## src/rtl/boot_copy_ctrl_pkg.sv

```systemverilog
// Shared types for the boot copy controller.
//   ADDR_W/DATA_W/BE_W/BURST_W : master port field widths
//   boot_state_t               : copy sequencer states
//   port_req_t                 : one complete master-port request (address, data, strobes)
//   word_addr()                : byte address of word idx from a word-aligned base
package boot_copy_ctrl_pkg;

  localparam int ADDR_W  = 32;
  localparam int DATA_W  = 32;
  localparam int BE_W    = 4;
  localparam int BURST_W = 8;

  localparam logic [BE_W-1:0]    BE_ALL    = '1;
  localparam logic [BURST_W-1:0] BURST_ONE = BURST_W'(1);

  typedef enum logic [2:0] {
    IDLE,
    RD,
    WR,
    VERIFY,
    NEXT,
    DONE
  } boot_state_t;

  typedef struct packed {
    logic [ADDR_W-1:0]  addr;
    logic [DATA_W-1:0]  wdata;
    logic               read;
    logic               write;
    logic [BE_W-1:0]    dataena;
    logic [BURST_W-1:0] burstcount;
  } port_req_t;

  function automatic logic [ADDR_W-1:0] word_addr(input logic [ADDR_W-1:0] base,
                                                  input logic [ADDR_W-1:0] idx);
    return base + (idx << 2);
  endfunction

endpackage

```

## src/rtl/boot_port_mux.sv

```systemverilog
// Master-port ownership mux for the boot copy controller.
//   cpu_own        : 0 = copy engine drives m_*, 1 = CPU passes straight through
//   eng_req        : registered request from the copy engine
//   cpu_*          : CPU-side request fields and returned response
//   m_*            : master-port request fields and incoming response
// While the engine owns the port, CPU requests are dropped and the CPU sees no response.
module boot_port_mux
  import boot_copy_ctrl_pkg::*;
(
  input  logic               cpu_own,
  input  port_req_t          eng_req,
  input  logic [ADDR_W-1:0]  cpu_addr,
  input  logic [DATA_W-1:0]  cpu_wdata,
  input  logic               cpu_read,
  input  logic               cpu_write,
  input  logic [BE_W-1:0]    cpu_dataena,
  input  logic [BURST_W-1:0] cpu_burstcount,
  output logic [DATA_W-1:0]  cpu_rdata,
  output logic               cpu_valid,
  output logic [ADDR_W-1:0]  m_addr,
  output logic [DATA_W-1:0]  m_wdata,
  output logic               m_read,
  output logic               m_write,
  output logic [BE_W-1:0]    m_dataena,
  output logic [BURST_W-1:0] m_burstcount,
  input  logic [DATA_W-1:0]  m_rdata,
  input  logic               m_valid
);

  always_comb begin
    m_addr       = eng_req.addr;
    m_wdata      = eng_req.wdata;
    m_read       = eng_req.read;
    m_write      = eng_req.write;
    m_dataena    = eng_req.dataena;
    m_burstcount = eng_req.burstcount;
    cpu_rdata    = '0;
    cpu_valid    = 1'b0;
    if (cpu_own) begin
      m_addr       = cpu_addr;
      m_wdata      = cpu_wdata;
      m_read       = cpu_read;
      m_write      = cpu_write;
      m_dataena    = cpu_dataena;
      m_burstcount = cpu_burstcount;
      cpu_rdata    = m_rdata;
      cpu_valid    = m_valid;
    end
  end

endmodule

```

## src/rtl/boot_copy_ctrl.sv

```systemverilog
// Boot copy sequencer: after reset, copies WORD_CNT words from UFM (SRC_BASE) to RAM
// (DST_BASE) over the master port, one single-beat read then one single-beat write per
// word, then hands the port to the CPU. The CPU is stalled until the copy completes.
// Optional build macro BOOT_COPY_VERIFY_EN adds a read-back of every written word; a
// mismatch sets the sticky boot_err flag without stopping the copy.
// Ports:
//   clk, rst (sync, active low)        restart : re-run the copy from DONE when CPU idle
//   cpu_* : CPU-side port               m_*     : master port
//   boot_done : copy finished (sticky)  boot_err: verify mismatch seen (sticky)
//
// state  | meaning
// IDLE   | one cycle after reset/restart, counter cleared
// RD     | reading source word i, waiting for m_valid
// WR     | writing captured word to destination i, waiting for m_valid
// VERIFY | re-reading destination word i (verify build only)
// NEXT   | request-free gap cycle, i++, pick RD or DONE
// DONE   | CPU owns the port
`ifndef UFM_OFFSET
`define UFM_OFFSET 32'h0001_0000
`endif
`ifndef RAM_OFFSET
`define RAM_OFFSET 32'h2000_0000
`endif

module boot_copy_ctrl
  import boot_copy_ctrl_pkg::*;
#(
  parameter logic [ADDR_W-1:0] SRC_BASE = 32'(`UFM_OFFSET),
  parameter logic [ADDR_W-1:0] DST_BASE = 32'(`RAM_OFFSET),
  parameter int unsigned       WORD_CNT = 1024
) (
  input  logic               clk,
  input  logic               rst,
  input  logic               restart,
  input  logic [ADDR_W-1:0]  cpu_addr,
  input  logic [DATA_W-1:0]  cpu_wdata,
  input  logic               cpu_read,
  input  logic               cpu_write,
  input  logic [BE_W-1:0]    cpu_dataena,
  input  logic [BURST_W-1:0] cpu_burstcount,
  output logic [DATA_W-1:0]  cpu_rdata,
  output logic               cpu_valid,
  output logic               cpu_stall,
  output logic [ADDR_W-1:0]  m_addr,
  output logic [DATA_W-1:0]  m_wdata,
  output logic               m_read,
  output logic               m_write,
  output logic [BE_W-1:0]    m_dataena,
  output logic [BURST_W-1:0] m_burstcount,
  input  logic [DATA_W-1:0]  m_rdata,
  input  logic               m_valid,
  output logic               boot_done,
  output logic               boot_err
);

  // WORD_CNT=0 would give a zero-width counter; keep at least one bit.
  localparam int CNT_W = (WORD_CNT == 0) ? 1 : $clog2(WORD_CNT + 1);

  boot_state_t       state_q, state_d;
  logic [CNT_W-1:0]  cnt_q, cnt_d;
  logic [DATA_W-1:0] data_q, data_d;
  logic              done_q, done_d;
  logic              err_q, err_d;
  port_req_t         req_q, req_d;

  always_comb begin
    state_d = state_q;
    cnt_d   = cnt_q;
    data_d  = data_q;
    err_d   = err_q;
    case (state_q)
      IDLE: begin
        cnt_d   = '0;
        state_d = (WORD_CNT == 0) ? DONE : RD;
      end
      RD: begin
        if (m_valid) begin
          data_d  = m_rdata;
          state_d = WR;
        end
      end
      WR: begin
        if (m_valid) begin
`ifdef BOOT_COPY_VERIFY_EN
          state_d = VERIFY;
`else
          state_d = NEXT;
`endif
        end
      end
`ifdef BOOT_COPY_VERIFY_EN
      VERIFY: begin
        if (m_valid) begin
          if (m_rdata != data_q) err_d = 1'b1;
          state_d = NEXT;
        end
      end
`endif
      NEXT: begin
        cnt_d   = cnt_q + CNT_W'(1);
        state_d = (cnt_d == CNT_W'(WORD_CNT)) ? DONE : RD;
      end
      DONE: begin
        // A CPU request in the same cycle wins over restart.
        if (restart && !cpu_read && !cpu_write) begin
          state_d = IDLE;
          err_d   = 1'b0;
        end
      end
      default: state_d = IDLE;
    endcase

    done_d = (state_d == DONE);

    // Engine request is decoded from the next state so m_* change on the same edge
    // as the state and a completed request drops immediately.
    req_d = '0;
    case (state_d)
      RD: begin
        req_d.read       = 1'b1;
        req_d.addr       = word_addr(SRC_BASE, ADDR_W'(cnt_d));
        req_d.dataena    = BE_ALL;
        req_d.burstcount = BURST_ONE;
      end
      WR: begin
        req_d.write      = 1'b1;
        req_d.addr       = word_addr(DST_BASE, ADDR_W'(cnt_d));
        req_d.wdata      = data_d;
        req_d.dataena    = BE_ALL;
        req_d.burstcount = BURST_ONE;
      end
`ifdef BOOT_COPY_VERIFY_EN
      VERIFY: begin
        req_d.read       = 1'b1;
        req_d.addr       = word_addr(DST_BASE, ADDR_W'(cnt_d));
        req_d.dataena    = BE_ALL;
        req_d.burstcount = BURST_ONE;
      end
`endif
      default: ;
    endcase
  end

  always_ff @(posedge clk) begin
    if (!rst) begin
      state_q <= IDLE;
      cnt_q   <= '0;
      data_q  <= '0;
      done_q  <= 1'b0;
      err_q   <= 1'b0;
      req_q   <= '0;
    end else begin
      state_q <= state_d;
      cnt_q   <= cnt_d;
      data_q  <= data_d;
      done_q  <= done_d;
      err_q   <= err_d;
      req_q   <= req_d;
    end
  end

  assign boot_done = done_q;
  assign cpu_stall = ~done_q;
  // Without the verify build nothing ever sets err_q, so boot_err stays 0.
  assign boot_err  = err_q;

  boot_port_mux u_mux (
    .cpu_own        (done_q),
    .eng_req        (req_q),
    .cpu_addr       (cpu_addr),
    .cpu_wdata      (cpu_wdata),
    .cpu_read       (cpu_read),
    .cpu_write      (cpu_write),
    .cpu_dataena    (cpu_dataena),
    .cpu_burstcount (cpu_burstcount),
    .cpu_rdata      (cpu_rdata),
    .cpu_valid      (cpu_valid),
    .m_addr         (m_addr),
    .m_wdata        (m_wdata),
    .m_read         (m_read),
    .m_write        (m_write),
    .m_dataena      (m_dataena),
    .m_burstcount   (m_burstcount),
    .m_rdata        (m_rdata),
    .m_valid        (m_valid)
  );

endmodule

```

## config.mk

```make
export PLATFORM = sky130hd
export DESIGN_NAME = boot_copy_ctrl
export DESIGN_NICKNAME = d
export VERILOG_FILES = /design/src/rtl/boot_copy_ctrl_pkg.sv /design/src/rtl/boot_port_mux.sv /design/src/rtl/boot_copy_ctrl.sv
export SDC_FILE = /design/constraint.sdc
export NUM_CORES = 1
export LEC_CHECK = 0
export ABC_AREA = 1
export BUFFER_PORTS_ARGS = -buffer_cell sky130_fd_sc_hd__buf_2
export CAP_MARGIN = 30
export CORE_UTILIZATION = 41
export DETAILED_ROUTE_END_ITERATION = 7
export PLACE_DENSITY = 0.85
export SYNTH_ARGS = -nofsm -noshare
export SYNTH_HDL_FRONTEND = slang
export SYNTH_SLANG_ARGS = --single-unit
```

## constraint.sdc

```tcl
create_clock -name clk -period 1.5 [get_ports clk]
set_input_delay 0.075 -clock clk [delete_from_list [all_inputs] [get_ports clk]]
set_output_delay 0.075 -clock clk [all_outputs]
set_load 0.02 [all_outputs]
```

# ---- Yosys cells after proc, flatten, opt, wreduce, memory -nomap -nowiden
# Index checks and enable logic that the tools add are counted.
dict set report word_totals {
  latchBits 0
  output_inout_bits 114
  ram_bits 0
  romBits 0
  inputBits 114
  reg_bits 125
  wordCells 49
  n_memories 0
}
dict set report op_classes {
  reduce_logical 7
  div_mod_pow 0
  n_lt_le_gt_ge 0
  bitwise 1
  n_mul 0
  n_mux 20
  n_addsub 3
  eq_ne 8
  shifts 0
}
# op n
set ops {}
lappend ops {{2-to-1 mux 32 bit} 5}
lappend ops {{one-hot mux 31 bit (2 select lines)} 1}
lappend ops {{adder 30 x 13 -> 31 bit, first input constant} 1}
lappend ops {{one-hot mux 11 bit (2 select lines)} 1}
lappend ops {{adder 17 x 13 -> 18 bit, first input constant} 1}
lappend ops {{one-hot mux 3 bit (5 select lines)} 1}
lappend ops {{2-to-1 mux 12 bit} 1}
lappend ops {{2-to-1 mux 3 bit} 4}
lappend ops {{adder 11 x 1 -> 11 bit, second input constant} 1}
lappend ops {{== test 11 bit, second input constant} 1}
lappend ops {{== test 3 bit, second input constant} 3}
lappend ops {{2-to-1 mux 8 bit} 1}
lappend ops {{== test 3 x 1 -> 1 bit, second input constant} 2}
lappend ops {{== test 3 x 2 -> 1 bit, second input constant} 2}
lappend ops {{2-to-1 mux 1 bit} 5}
lappend ops {{2-to-1 mux 4 bit} 1}
lappend ops {{logical NOT 3 bit} 1}
lappend ops {{logical AND 1 bit} 2}
lappend ops {{logical NOT 1 bit} 2}
lappend ops {{AND reduction 2 bit} 1}
lappend ops {{OR reduction 2 bit} 1}
lappend ops {{inverter 1 bit} 1}

# ---- Logic depth before layout (Yosys ltp)
dict set report logic_depth {
  word_depth 8
  depth_mapped 12
  ltp_nobuf 11
}

# ---- Modules after synthesis
# A second synthesis with hierarchy kept.
dict set report unflattened {
  hier_cells 733
  area_unflattened_um2 4568.1
}
# module seq_area_each_um2 cells_each n_inst area_per_inst_um2
set by_module_without_submodules {}
lappend by_module_without_submodules {boot_copy_ctrl 1901.8 412 1 3342.0}
lappend by_module_without_submodules {boot_port_mux 0.0 321 1 1226.2}

# ---- Worst setup path after synthesis
# OpenSTA, ideal clock, no wires.
dict set report synth_path {
  path_type {flip-flop to flip-flop}
  from {reg cnt_q[0]}
  to {reg req_q[51] (netlist name)}
  required_ns 1.379
  arrival_time_ns 1.494
  path_slack_ns -0.116
  path_stages_with_launch 12
  path_cell_list {dfxtp_1 > ha_1 > nand2_2 > nor2_2 > nand3_1 > nand2_1 > nand3_2 > nor2_4 > nand2_4 > nand3_4 > buf_6 > a21oi_2}
}
dict set report synth_via {
  elab_chain_cells 6
}
# element line
set synth_lines {}
lappend synth_lines {{start, declared} boot_copy_ctrl.sv:60} ;# logic [CNT_W-1:0] cnt_q, cnt_d;
lappend synth_lines {{start signal, assigned} boot_copy_ctrl.sv:154} ;# cnt_q <= cnt_d;
lappend synth_lines {{parallel branches: the longest is 5 deep, another holds adder 30 x 13 -> 31 bit} n/a}
lappend synth_lines {{one-hot mux 31 bit (2 select lines) (*)} boot_copy_ctrl.sv:118} ;# case (state_d)
lappend synth_lines {{end signal, assigned} boot_copy_ctrl.sv:158} ;# req_q <= req_d;
lappend synth_lines {{end, declared} boot_copy_ctrl.sv:64} ;# port_req_t req_q, req_d;
# Every way passes the cells marked *.
# A chain may end at the register's enable or synchronous reset.

# ---- Worst setup path in the final report
dict set report layout_path {
  from {reg cnt_q[0]}
  to {reg done_q, in the netlist boot_done}
}
dict set report layout_via {
  elab_chain_cells 5
}
# element line
set layout_lines {}
lappend layout_lines {{adder 11 x 1 -> 11 bit} boot_copy_ctrl.sv:100} ;# cnt_d = cnt_q + CNT_W'(1);
lappend layout_lines {{== test 11 bit} boot_copy_ctrl.sv:101} ;# state_d = (cnt_d == CNT_W'(WORD_CNT)) ? DONE : RD;
lappend layout_lines {{2-to-1 mux 3 bit} boot_copy_ctrl.sv:101}
lappend layout_lines {{one-hot mux 3 bit (5 select lines)} boot_copy_ctrl.sv:71} ;# case (state_q)
lappend layout_lines {{== test 3 bit} boot_copy_ctrl.sv:113} ;# done_d = (state_d == DONE);
lappend layout_lines {{end signal, assigned} boot_copy_ctrl.sv:156} ;# done_q <= done_d;
lappend layout_lines {{end, declared} boot_copy_ctrl.sv:62} ;# logic done_q, done_d;
# No other way between the ends.

==> impl_metrics.env <==
export IMPL_status="complete, but fails checks"
export IMPL_violations="setup timing"
export IMPL_finalSetupViolCount=16
export IMPL_fmax_ghz=0.643
export IMPL_cellPowerDensity_mw_per_mm2=780
export IMPL_die_h_um=106
export IMPL_drc=0
export IMPL_wire_per_inst_um=13.0
export IMPL_n_antenna_cell=0
export IMPL_fin_nets=1048
export IMPL_clk_latency_ns=0.36
export IMPL_critPathMaxStageDelay_ns=0.39
export IMPL_cts_tree="done"
export IMPL_netlist_instances=682
export IMPL_row_count=37
export IMPL_seq_area_frac_synth_pct=42.8
export IMPL_synth_area_per_cell_um2=6.51
export IMPL_regArea_mm2=0.00192
export IMPL_die_width_um=106
export IMPL_coreArea_mm2=0.0104
export IMPL_antenna_left=0
export IMPL_worstPathCellList="ha_4, nand2_4, nor2_4, nor2_1, nor2_2, nand3_2, nor2_4, nand2_4, buf_6, nand2_2, and3_1"
export IMPL_htreeDepth=3
export IMPL_first_pass_iters=5
export IMPL_ys_ff_latch=95
export IMPL_grt_pass1_wl_um=19900
export IMPL_rsz0062_at_grt="true"
export IMPL_fin_cells=1073
export IMPL_ctsRootBufferMaster="clkbuf_8"
export IMPL_fin_crit_sh_pct=104
export IMPL_drv_slew=0
export IMPL_end_kind="flop"
export IMPL_avgViaCountPerCell=4.79
export IMPL_io_buffers=226
export IMPL_gp_congestion=0.916
export IMPL_ys_warnings_count=0
export IMPL_critPathKind="reg -> reg"
export IMPL_finalSetupTns_ns=-0.407
export IMPL_utilization_pct=65.1
export IMPL_initial_core_util_pct=42.7
export IMPL_clk_path_buf_depth=2
export IMPL_die_area_mm2=0.0113
export IMPL_grt_overflow=0
export IMPL_synth_ff_type="dfxtp_1"
export IMPL_timing_final_ws_setup_ns=-0.0557
export IMPL_leakage_uw=0.00387
export IMPL_ioPinCount=228
export IMPL_synth_nets=798
export IMPL_clock_sinks=95
export IMPL_grt_pass1_vias=4508
export IMPL_syn_to_final_growth_pct=52.5
export IMPL_peakVddDrop_mv=0.499
export IMPL_crit_arrival_ns=1.85
export IMPL_dp_slack_ns=-0.126
export IMPL_netlist_area_mm2=0.00444
export IMPL_finalWirelength_um=13900
export IMPL_numCtsBuffers=9
export IMPL_finClkSkew_ns=0.00975
export IMPL_synth_edf_count=0
export IMPL_crit_path_max_fanout=5
export IMPL_hold_ws_ns=0.0136
export IMPL_hold_viol_final=0
export IMPL_multi_input_area_mm2=0.00230
export IMPL_place_hpwl_um=8920
export IMPL_antenna_found_initial=0
export IMPL_drtIter0Drc=228
export IMPL_grt_total_usage_pct=22.1
export IMPL_startpoint_type="flop"
export IMPL_drive_gt1_share_pct=38.5
export IMPL_placed_cells=1036
export IMPL_grt_start_max_net_pins=75
export IMPL_path_clk_slew_ns=0.09
export IMPL_yosysUniqueCellTypes=31
export IMPL_vias=5135
export IMPL_hold_class="in -> reg"
export IMPL_cp_data_required_time_ns=1.79
export IMPL_synth_async_sr_flop_share_pct=0
export IMPL_cap_violations=0
export IMPL_slowest_stage="dfxtp_4"
export IMPL_nFillCells=896
export IMPL_timing_final_crit_period_ns=1.56
-- metal layers --
metal | vias up | global-route usage (%) | wire length [um] | share of wire, %
met5 | - | 0 | 0 | 0
met4 | 0 | 10.1 | 307 | 2.2
met3 | 25 | 3.00 | 946 | 6.8
met2 | 223 | 40.5 | 7090 | 51
met1 | 2288 | 25.2 | 5590 | 40
li1 | 2599 | - | - | -
-- final cells by class --
type,count,area share (%)
Multi-Input combinational cell,455,33.9
Tap cell,136,2.51
Clock buffer,10,1.88
Clock inverter,6,1.02
Sequential cell,95,28.4
Timing Repair Buffer,276,26.9
Inverter,95,5.45
-- repair_timing --
| item | 4_1_cts | 5_1_grt |
|---|---|---|
| pin swaps | 9 | 19 |
| endpoints found under the setup margin | 28 | 83 |
| hold buffers | 9 | 0 |
| setup buffers | 3 | 3 |
| hold endpoints to repair | 9 | 0 |
| cloned | 1 | 5 |
| gates resized for setup | 11 | 90 |
-- state kept, by name, summed over array words and instances (netlist names) --
| signal | count |
|---|---|
| req_q | 48 |
| boot_done | 1 |
| state_q | 3 |
| cnt_q | 11 |
| data_q | 32 |
-- worst paths after layout --
check | depth (start not counted) | from | endpoint | slack (ns)
worst max-delay path | 11 | cnt_q[0] | boot_done | -0.06
worst min-delay path | 3 | m_rdata[1] | data_q[1] | 0.01
worst max register to register | 11 | cnt_q[0] | boot_done | -0.06
worst min register to register | 2 | data_q[28] | req_q[42] | 0.52
-- synth_stat cells (2+ instances only) --
cell type	instances	share of area, %
ha_1	2	0.56
a21oi_1	6	0.68
inv_2	6	0.51
nor2_2	7	0.99
buf_1	2	0.17
nand4_1	2	0.28
clkbuf_1	23	1.9
a21oi_2	8	1.6
nand3_2	2	0.45
inv_1	88	7.4
nand2_1	250	21
nand3_1	9	1.0
dfxtp_1	95	43
nor2_4	2	0.51
o22ai_1	7	0.99
o21ai_0	8	0.90
nor3_1	33	3.7
nor4_1	31	4.4
nor2_1	79	6.7
buf_2	11	1.2
-- report_power, final --
part | switching (uW) | total, uW | internal, uW
sequential | 36.1 | 2650 | 2620
clock | 895 | 1680 | 784
combinational | 565 | 955 | 390
-- through the flow --
| stage | total power (uW) | cell area (um^2) |
|---|---|---|
| after global placement | 3470 | 5940 |
| after global routing | 5530 | 6780 |
| after detailed placement | 3490 | 5940 |
| after floorplan | 3140 | 4480 |
| after CTS | 5190 | 6300 |
| final | 5280 | 6780 |
-- kinds of logic (layout without fill, tap and decap cells) --
| logic type | after synthesis | in the layout | share of synthesized area (%) |
|---|---|---|---|
| AOI/OAI and AO/OA | 31 | 31 | 4.48 |
| adders and majority gates | 2 | 2 | 0.563 |
| buffers and inverters | 133 | 387 | 11.8 |
| DFF | 95 | 95 | 42.8 |
| other | 1 | 1 | 0.0844 |
| and+or+nand+nor | 420 | 421 | 40.3 |
-- cells in the final DEF, fill, tap and decap left out, types with 9 or more instances in the layout --
cell type / n
nor2_2: 21
nand2_1: 245
inv_1: 88
buf_4: 54
a21oi_2: 10
nor4_1: 20
nor2_1: 62
dfxtp_1: 87
clkbuf_8: 9
buf_2: 196
nor3_1: 32
dlygate4sd3_1: 9
-- critical path, delay by kind of cell (launching register included) --
family,cells,cell delay [ns]
buffers and inverters,1,0.13
and+or+nand+nor,9,0.84
adders and majority gates,1,0.15
DFF,1,0.39
(Power assumes the default switching activity.)
